## src/rtl/oddr_serializer.sv

```systemverilog
// Multi-lane DDR output serializer: parallel words in through a one-word skid buffer,
// two bits per lane per clock out to per-lane ODDR models, with idle, training and underrun handling.

module oddr_wrap #(
  parameter logic INIT = 1'b1
) (
  input  logic c,
  input  logic reset,
  input  logic d_rise,
  input  logic d_fall,
  output logic o
);
  logic rise_q, fall_q;

  always_ff @(posedge c) begin
    if (reset) begin
      rise_q <= INIT;
      fall_q <= INIT;
    end else begin
      rise_q <= d_rise;
      fall_q <= d_fall;
    end
  end

  // behavioural pad mux: rising bit while c is high, falling bit while low
  assign o = c ? rise_q : fall_q;
endmodule

module oddr_serializer #(
  parameter int             LANES  = 4,
  parameter int             WORD   = 8,
  parameter logic [LANES-1:0] INVERT = '0,
  parameter logic           IDLE   = 1'b1
) (
  input  logic                   c,
  input  logic                   reset,
  input  logic [1:0]             mode,
  input  logic [WORD-1:0]        train_pattern,
  input  logic [LANES*WORD-1:0]  din,
  input  logic                   din_valid,
  output logic                   din_ready,
  output logic                   underrun,
  output logic [7:0]             underrun_count,
  output logic [2*LANES-1:0]     q_pair,
  output logic [LANES-1:0]       o
);
  localparam int SLOTS = WORD / 2;
  localparam int BW    = (SLOTS > 1) ? $clog2(SLOTS) : 1;

  if (WORD < 2 || WORD > 32 || (WORD % 2) != 0) begin : g_bad_word
    $error("oddr_serializer: WORD must be even and within 2..32");
  end
  if (LANES < 1 || LANES > 16) begin : g_bad_lanes
    $error("oddr_serializer: LANES must be within 1..16");
  end

  typedef enum logic [1:0] {S_IDLE, S_DATA, S_TRAIN} state_t;

  state_t                       state_q, state_d;
  logic [BW-1:0]                beat_q;
  logic                         hold_full_q;
  logic [LANES-1:0][WORD-1:0]   hold_q, shift_q, shift_d, next_word, src;
  logic [LANES-1:0][1:0]        pair_q, pair_d;
  logic                         underrun_q;
  logic [7:0]                   count_q;
  logic                         boundary, accept, load_hold, starve;

  function automatic logic [WORD-1:0] shr2(input logic [WORD-1:0] w);
    logic [WORD+1:0] e;
    e = {{2{IDLE}}, w};
    return e[WORD+1:2];
  endfunction

  assign boundary  = (beat_q == BW'(SLOTS - 1));
  assign din_ready = !hold_full_q && !reset;
  assign accept    = din_valid && din_ready;

  // the mode sampled at a boundary selects what that boundary loads, so a
  // mid-word mode change completes the current word and acts at the next boundary
  always_comb begin
    state_d = state_q;
    if (boundary) begin
      case (mode)
        2'd1:    state_d = S_DATA;
        2'd2:    state_d = S_TRAIN;
        default: state_d = S_IDLE;
      endcase
    end
  end

  assign load_hold = boundary && (state_d == S_DATA) && hold_full_q;
  assign starve    = boundary && (state_d == S_DATA) && !hold_full_q;

  always_comb begin
    next_word = {LANES*WORD{IDLE}};
    if (state_d == S_TRAIN) begin
      for (int n = 0; n < LANES; n++) next_word[n] = train_pattern;
    end else if (load_hold) begin
      next_word = hold_q;
    end
    for (int n = 0; n < LANES; n++) begin
      // first pair of a new word goes straight to q_pair; the rest waits in the shifter
      src[n]     = boundary ? next_word[n] : shift_q[n];
      pair_d[n]  = src[n][1:0] ^ {2{INVERT[n]}};
      shift_d[n] = shr2(src[n]);
    end
  end

  always_ff @(posedge c) begin
    if (reset) begin
      state_q     <= S_IDLE;
      beat_q      <= '0;
      hold_full_q <= 1'b0;
      hold_q      <= '0;
      shift_q     <= {LANES*WORD{IDLE}};
      for (int n = 0; n < LANES; n++) pair_q[n] <= {2{IDLE ^ INVERT[n]}};
      underrun_q  <= 1'b0;
      count_q     <= '0;
    end else begin
      state_q    <= state_d;
      beat_q     <= boundary ? '0 : beat_q + BW'(1);
      shift_q    <= shift_d;
      pair_q     <= pair_d;
      underrun_q <= starve;
      if (starve && count_q != 8'hFF) count_q <= count_q + 8'd1;
      if (accept) begin
        hold_full_q <= 1'b1;
        hold_q      <= din;
      end else if (load_hold) begin
        hold_full_q <= 1'b0;
      end
    end
  end

  assign underrun       = underrun_q;
  assign underrun_count = count_q;
  assign q_pair         = pair_q;

  for (genvar n = 0; n < LANES; n++) begin : g_lane
    oddr_wrap #(.INIT(IDLE ^ INVERT[n])) u_oddr (
      .c      (c),
      .reset  (reset),
      .d_rise (pair_q[n][0]),
      .d_fall (pair_q[n][1]),
      .o      (o[n])
    );
  end
endmodule

```

## config.mk

```make
export PLATFORM = sky130hd
export DESIGN_NAME = oddr_serializer
export DESIGN_NICKNAME = d
export VERILOG_FILES = /design/src/rtl/oddr_serializer.sv
export SDC_FILE = /design/constraint.sdc
export NUM_CORES = 1
export LEC_CHECK = 0
export CAP_MARGIN = 20
export CORE_AREA = 4 4 91 93
export DETAILED_ROUTE_END_ITERATION = 12
export DIE_AREA = 0 0 95 97
export PLACE_DENSITY = 0.81
export SLEW_MARGIN = 10
export SYNTH_ARGS = -nofsm -noshare
export SYNTH_HDL_FRONTEND = slang
export SYNTH_SLANG_ARGS = --single-unit
```

## constraint.sdc

```tcl
create_clock -name c -period 1.6 [get_ports c]
set_input_delay 0.24 -clock c [delete_from_list [all_inputs] [get_ports c]]
set_output_delay 0.24 -clock c [all_outputs]
set_load 0.03 [all_outputs]
```

== Word-level counts from Yosys, hierarchy flattened ==
Cells that the tools add are included.

* ROM bits: 0
* Logic and storage cells: 61
* Output and inout bits: 22
* Bits in writable memories: 0
* Register bits: 94
* Latch bits: 0
* Memories kept: 0

* Reduce and logical (&&, ||, !) cells: 10
* Bitwise gates (word level): 0
* Add/subtract/negate cells: 2
* Magnitude comparators: 0
* Equality and inequality tests: 6
* Multipliers: 0
* Shift-type cells: 0
* Div/mod/pow operators: 0
* Mux-type cells: 14

{| class="wikitable"
|+ Operators by type and width
! kind !! count
|-
| 32-bit two-way mux || 2
|-
| 8-bit two-way mux || 4
|-
| 8-bit by 1-bit adder with 8-bit output, second input constant || 1
|-
| 8-bit inequality test, second input constant || 1
|-
| 2-bit equality test, second input constant || 3
|-
| 1-bit logical AND || 6
|-
| 1-bit two-way mux || 6
|-
| 2-bit by 1-bit equality test with 1-bit output, second input constant || 2
|-
| 2-bit one-hot mux with 2 select lines || 1
|-
| 2-bit by 1-bit adder with 2-bit output, second input constant || 1
|-
| 1-bit logical NOT || 2
|-
| 2-bit two-way mux || 1
|-
| 2-bit nonzero test || 1
|-
| 2-bit OR reduction || 1
|}

== Longest topological paths before layout ==
Gate-level depths: netlist of run 1.

* Depth in word-level cells: 9
* Depth in mapped cells: 6
* Depth with buffers taken out: 5

== By module ==
From an unflattened synthesis of run 1, not the netlist that was laid out.

* Cell total of the unflattened synthesis: 370
* Area total of the unflattened synthesis: 3209.3 µm²

{| class="wikitable"
|+ By module, submodules not included
! module !! cells each !! times used !! area an instance (µm²) !! sequential area each (µm²)
|-
| oddr_serializer || 350 || 1 || 2939.1 || 1561.5
|-
| oddr_wrap || 5 || 4 || 67.6 || 40.0
|}

==> flow_summary.json, run 1 <==
{
  "outcome": "finished with violations",
  "violations": "setup timing",
  "tritoncts": "built",
  "gr-total-overflow": 0,
  "final_area_sq_um": 4390,
  "critPathArrivalTime_ps": 1450,
  "synth-main-ff-cell": "dfxtp_1",
  "clk_pin_slew_ps": 80,
  "core.rowCount": 32,
  "grt_pass1_wl_um": 11700,
  "worstRegToRegCells": 5,
  "die-area_sq_um": 9220,
  "synth_area_sq_um": 3330,
  "syn-num-nets": 427,
  "finalWorstSetupSlack_ps": -88.6,
  "setup.worst_path.start_class": "clock port",
  "track_usage_pct": 16.3,
  "grt_pass1_vias": 2771,
  "busiest_layer": "met2",
  "finalSetupViolCount": 4,
  "drc": 0,
  "finalHoldViolCount": 0,
  "place_ws_ps": -283,
  "synth_area_leader_cell": "dfxtp_1",
  "ys_warn_count": 0,
  "met3_usage_pct": 6.07,
  "placed_area_sq_um": 4090,
  "drive_gt1_share_pct": 15.8,
  "num_vias": 2659,
  "end_kind": "primary output",
  "met1_usage_pct": 17.9,
  "path_max_fanout": 2,
  "yosysMostFrequentCell": "dfxtp_1",
  "antenna_found_initial": 0,
  "synth_common_cells": "86 x dfxtp_1, 50 x o21ai_0, 45 x nor2_1",
  "io_pins": 67,
  "area.growth.synth_to_final_pct": 31.8,
  "cts.hold.buffers_added": 0,
  "ys_seq_elements": 86,
  "fin_skew_ps": 4.87,
  "dp.final_hpwl_um": 4870,
  "crit_required_ps": 1360,
  "yosysUniqueCellTypes": 34,
  "nets": 491,
  "hold_depth": 3,
  "power_density_nw_per_um2": 1010,
  "synth_cells": 380,
  "drt.antenna.violating_nets": 0,
  "gp_congestion": 0.788,
  "diodes": 0,
  "finalSetupTns_ps": -292,
  "hp-class": "in -> reg",
  "cap_violations": 0,
  "synth_edf_count": 0,
  "synthTopCellsByArea": "dfxtp_1 52%, o21ai_0 7.5%, nand2b_1 6.8%, nor2_1 5.1%, a21oi_1 5.0%",
  "maxSlewHeadroom_pct": 71.0,
  "seq_area_frac_synth_pct": 51.7,
  "die-height_um": 97,
  "synth_top_area_share_pct": 51.7,
  "rsz0062_at_grt": "yes",
  "start_util_pct": 44.2,
  "syn_avg_cell_area_sq_um": 8.76,
  "drv_slew": 0,
  "first_pass_iters": 4,
  "critPathKind": "clk -> out",
  "die_x_um": 95,
  "grt_start_max_net_pins": 48,
  "leakagePower_nw": 1.64,
  "portBuffers": 66,
  "drt_iter0_drc": 73,
  "detail_route.wirelength_um": 6920,
  "synth-async-reset-ratio_pct": 0,
  "clock_latency_ps": 450,
  "peakVddDrop_mv": 0.565,
  "core_area_sq_um": 7530,
  "use_met2_pct": 26.2,
  "wl_per_cell_um": 12.6,
  "drt-vias-per-instance": 4.83,
  "worst_pin_slew_ps": 435
}
[final timing paths]
kind / to / from / slack (ps)
setup / recovery: o[3] / c / -90
hold / removal: hold_q[28] / din[28] / 340
setup reg to reg: underrun_count[6] / underrun_count[0] / 90
hold reg to reg: beat_q[0] / beat_q[0] / 430
[cell usage in the layout, fill, tap and decap left out, drive strengths merged, types with 2 or more instances in the layout]
master         instances
dfxtp                 86
o21ai                 65
nor2                  45
clkdlybuf4s50         44
nand2b                36
nand2                 35
a21oi                 34
buf                   26
dlygate4sd2           14
clkbuf                10
or2                    9
xnor2                  6
clkinv                 4
mux2                   4
a211oi                 3
clkdlybuf4s15          3
nand3b                 2
inv                    2
a2111oi                2
clkinvlp               2
and3                   2
ha                     2
[registers in the layout, summed over array words and instances (netlist names)]
| signal | count |
|---|---|
| hold_q | 32 |
| beat_q | 2 |
| q_pair | 8 |
| g_lane.u_oddr.rise_q | 4 |
| underrun | 1 |
| g_lane.u_oddr.fall_q | 4 |
| hold_full_q | 1 |
| underrun_count | 8 |
| state_q | 2 |
| shift_q | 24 |
[power breakdown]
part / switching [mW] / leakage [nW] / internal, mW / total [mW]
Combinational: 0.152 / 0.769 / 0.196 / 0.347
Sequential: 0.0405 / 0.702 / 2.21 / 2.25
Clock: 0.851 / 0.167 / 0.993 / 1.84
Total: 1.04 / 1.64 / 3.40 / 4.44
[layer usage]
metal / share of wire [%] / vias up
met2: 50 / 57
met3: 6.1 / 17
met1: 42 / 1203
li1: - / 1382
met4: 2.7 / 0
met5: 0 / -
[cell families after synthesis]
logic type	Yosys count	share of synthesized area (%)
muxes	5	1.65
DFF	86	51.7
AOI/OAI and AO/OA	106	17.5
buffers and inverters	37	6.05
xor gates and xnor gates	6	1.58
adders and majority gates	2	0.752
and+or+nand+nor	138	20.8
[critical path: stages]
cell	delay (ps)
buf_8	100
buf_8	110
mux2_4	290
buf_6	140
[cell type report]
class | count | area [sq um]
inverters | 2 | 7.51
flip-flops and latches | 86 | 1730
clock inverters | 7 | 65.1
well taps | 102 | 128
multi-input cells | 257 | 1460
fillers | 695 | 3140
repair buffers | 80 | 777
clock buffers | 17 | 228
[stage by stage]
stage | cells | hold WS [ps] | util [%] | power (mW)
floorplan | 380 | 349 | - | 2.48
global placement | 530 | 404 | 54.4 | 2.66
detailed placement | 530 | 409 | 54.4 | 2.67
CTS | 550 | 317 | 57.7 | 4.42
global route | 551 | 333 | 58.3 | 4.64
finish | 551 | 338 | 58.3 | 4.44
[what timing repair did]
item	4_1_cts	5_1_grt
hold endpoints to repair	0	0
resized for setup	48	18
endpoints found under the setup margin	39	45
setup buffers	0	1
pin swaps	0	3
Note: power is estimated with default switching activity, not from simulation.
==> run 2, diff against run 1 <==
- CORE_AREA: 4 4 91 93 -> 4 4 89 91
- CTS_BUF_LIST: not set -> sky130_fd_sc_hd__clkbuf_2 sky130_fd_sc_hd__clkbuf_4 sky130_fd_sc_hd__clkbuf_8
- DIE_AREA: 0 0 95 97 -> 0 0 93 95
- PLACE_DENSITY: 0.81 -> 0.84
==> run 2 against run 1 <==
Net effect: critical path depth did not move; core utilization increased by 5.7 points; clock power rose by 29%; combinational power is 7.8% higher; via count grew 3.4%; critical endpoint unchanged; largest cell class unchanged; highest routed layer unchanged; the flow still finishes with violations (setup timing); final area increased by 4.1%; global-route usage is 1.4 points higher.
==> flow_summary.json, run 2 (same netlist as run 1, synthesis figures left out) <==
{
  "clock_latency_ps": 460,
  "fin_skew_ps": 9.03,
  "reg_top3": "hold_q x32, shift_q x24",
  "finalHoldViolCount": 0,
  "peakVddDrop_mv": 0.821,
  "outcome": "finished with violations",
  "grt_pass1_wl_um": 12000,
  "crit_required_ps": 1360,
  "final_cell_mix": "82 x dfxtp_1, 44 x clkdlybuf4s50_1, 42 x nor2_1, 41 x o21ai_0, 36 x nand2b_1",
  "met3_usage_pct": 7.81,
  "core.rowCount": 31,
  "num_vias": 2749,
  "detail_route.wirelength_um": 7440,
  "start_util_pct": 46.6,
  "r2r_start": "beat_q[0]",
  "dp.final_hpwl_um": 4870,
  "power_density_nw_per_um2": 1090,
  "drive_gt1_share_pct": 19.1,
  "multiInputGateArea_sq_um": 1520,
  "diodes": 0,
  "leakagePower_nw": 1.70,
  "fin_util_pct": 64.0,
  "drc": 0,
  "final_common_cell": "dfxtp_1",
  "end_kind": "primary output",
  "clk_pin_slew_ps": 70,
  "place_ws_ps": -283,
  "maxSlewHeadroom_pct": 70.2,
  "tritoncts": "built",
  "drv_slew": 0,
  "hp-class": "in -> reg",
  "area.growth.synth_to_final_pct": 37.1,
  "die-area_sq_um": 8840,
  "total_power_mw": 5.00,
  "worstRegToRegCells": 7,
  "antenna_found_initial": 0,
  "largest_reg_flops": 32,
  "hold_depth": 3,
  "violations": "setup timing",
  "core_area_sq_um": 7140,
  "die-height_um": 95,
  "portBuffers": 66,
  "grt_start_max_net_pins": 40,
  "drt-vias-per-instance": 5.00,
  "setup.worst_path.start_class": "clock port",
  "first_pass_iters": 4,
  "path_max_fanout": 2,
  "critPathKind": "clk -> out",
  "timing.rr.end": "shift_q[9]",
  "io_pins": 67,
  "max_flop_register": "hold_q",
  "track_usage_pct": 17.8,
  "critPathArrivalTime_ps": 1440,
  "hold_end": "hold_q[28]",
  "drt.antenna.violating_nets": 0,
  "rsz0062_at_grt": "yes",
  "nFillCells": 594,
  "busiest_layer": "met2",
  "cap_violations": 0,
  "finalWorstSetupSlack_ps": -77.5,
  "gr-total-overflow": 0,
  "wl_per_cell_um": 13.5,
  "hp-start": "din[28]",
  "finalSetupViolCount": 4,
  "register_area_sq_um": 1730,
  "regToRegSetupSlack_ps": 40,
  "nets": 493,
  "grt_pass1_vias": 2736,
  "drt_iter0_drc": 144,
  "cts.hold.buffers_added": 0,
  "use_met2_pct": 31.3,
  "die_x_um": 93,
  "gp_congestion": 0.832,
  "met1_usage_pct": 18.4,
  "worst_pin_slew_ps": 447
}
run 2: cell types whose count changed in the layout (fill, tap and decap cells not counted), sizes merged:
cell / delta
clkbuf: +4
clkinv: -3
buf: +1
clkinvlp: -2
clkdlybuf4s15: -1
bufinv: +3
run 2: power breakdown:
| part | internal [mW] | switching (mW) |
|---|---|---|
| Clock | 1.55 | 0.818 |
| Sequential | 2.21 | 0.0422 |
| Combinational | 0.207 | 0.168 |
run 2: how the worst max path moves through the flow:
stage                              endpoint              start
after global placement                 o[2]                  c
after floorplan           underrun_count[7]  underrun_count[0]
final                                  o[3]                  c
after CTS                              o[3]                  c
after global routing                   o[3]                  c
after detailed placement               o[3]                  c
run 2: per-layer routing:
layer / vias to the layer above / wire length (um)
met5: - / 0
met2: 75 / 3920
met4: 0 / 120
met1: 1275 / 2940
met3: 14 / 458
li1: 1385 / -
run 2: through the flow:
stage          hold WS, ps  instance area (sq um)  TNS, ps  instances
2_1_floorplan          349                   3330        0        380
3_3_place_gp           405                   4110    -1910        528
3_5_place_dp           412                   4110    -3730        528
4_1_cts                326                   4470     -533        549
5_1_grt                327                   4560     -476        550
6_report               340                   4560     -282        550
run 2: area by class of cell:
| class | instances | area share [%] |
|---|---|---|
| multi-input cells | 257 | 33.3 |
| flip-flops and latches | 86 | 37.8 |
| repair buffers | 82 | 17.6 |
| inverters | 2 | 0.164 |
| clock inverters | 5 | 2.82 |
| well taps | 99 | 2.71 |
| clock buffers | 19 | 5.56 |
run 2: worst max-delay path: stages:
cell and delay [ps]:
buf_8 100, buf_8 110, mux2_4 290, buf_6 140
run 2: timing repair:
action	CTS	global route
pin swaps	1	5
gates resized for setup	53	38
cloned	1	1
setup buffers	0	0
setup endpoints to repair	45	44
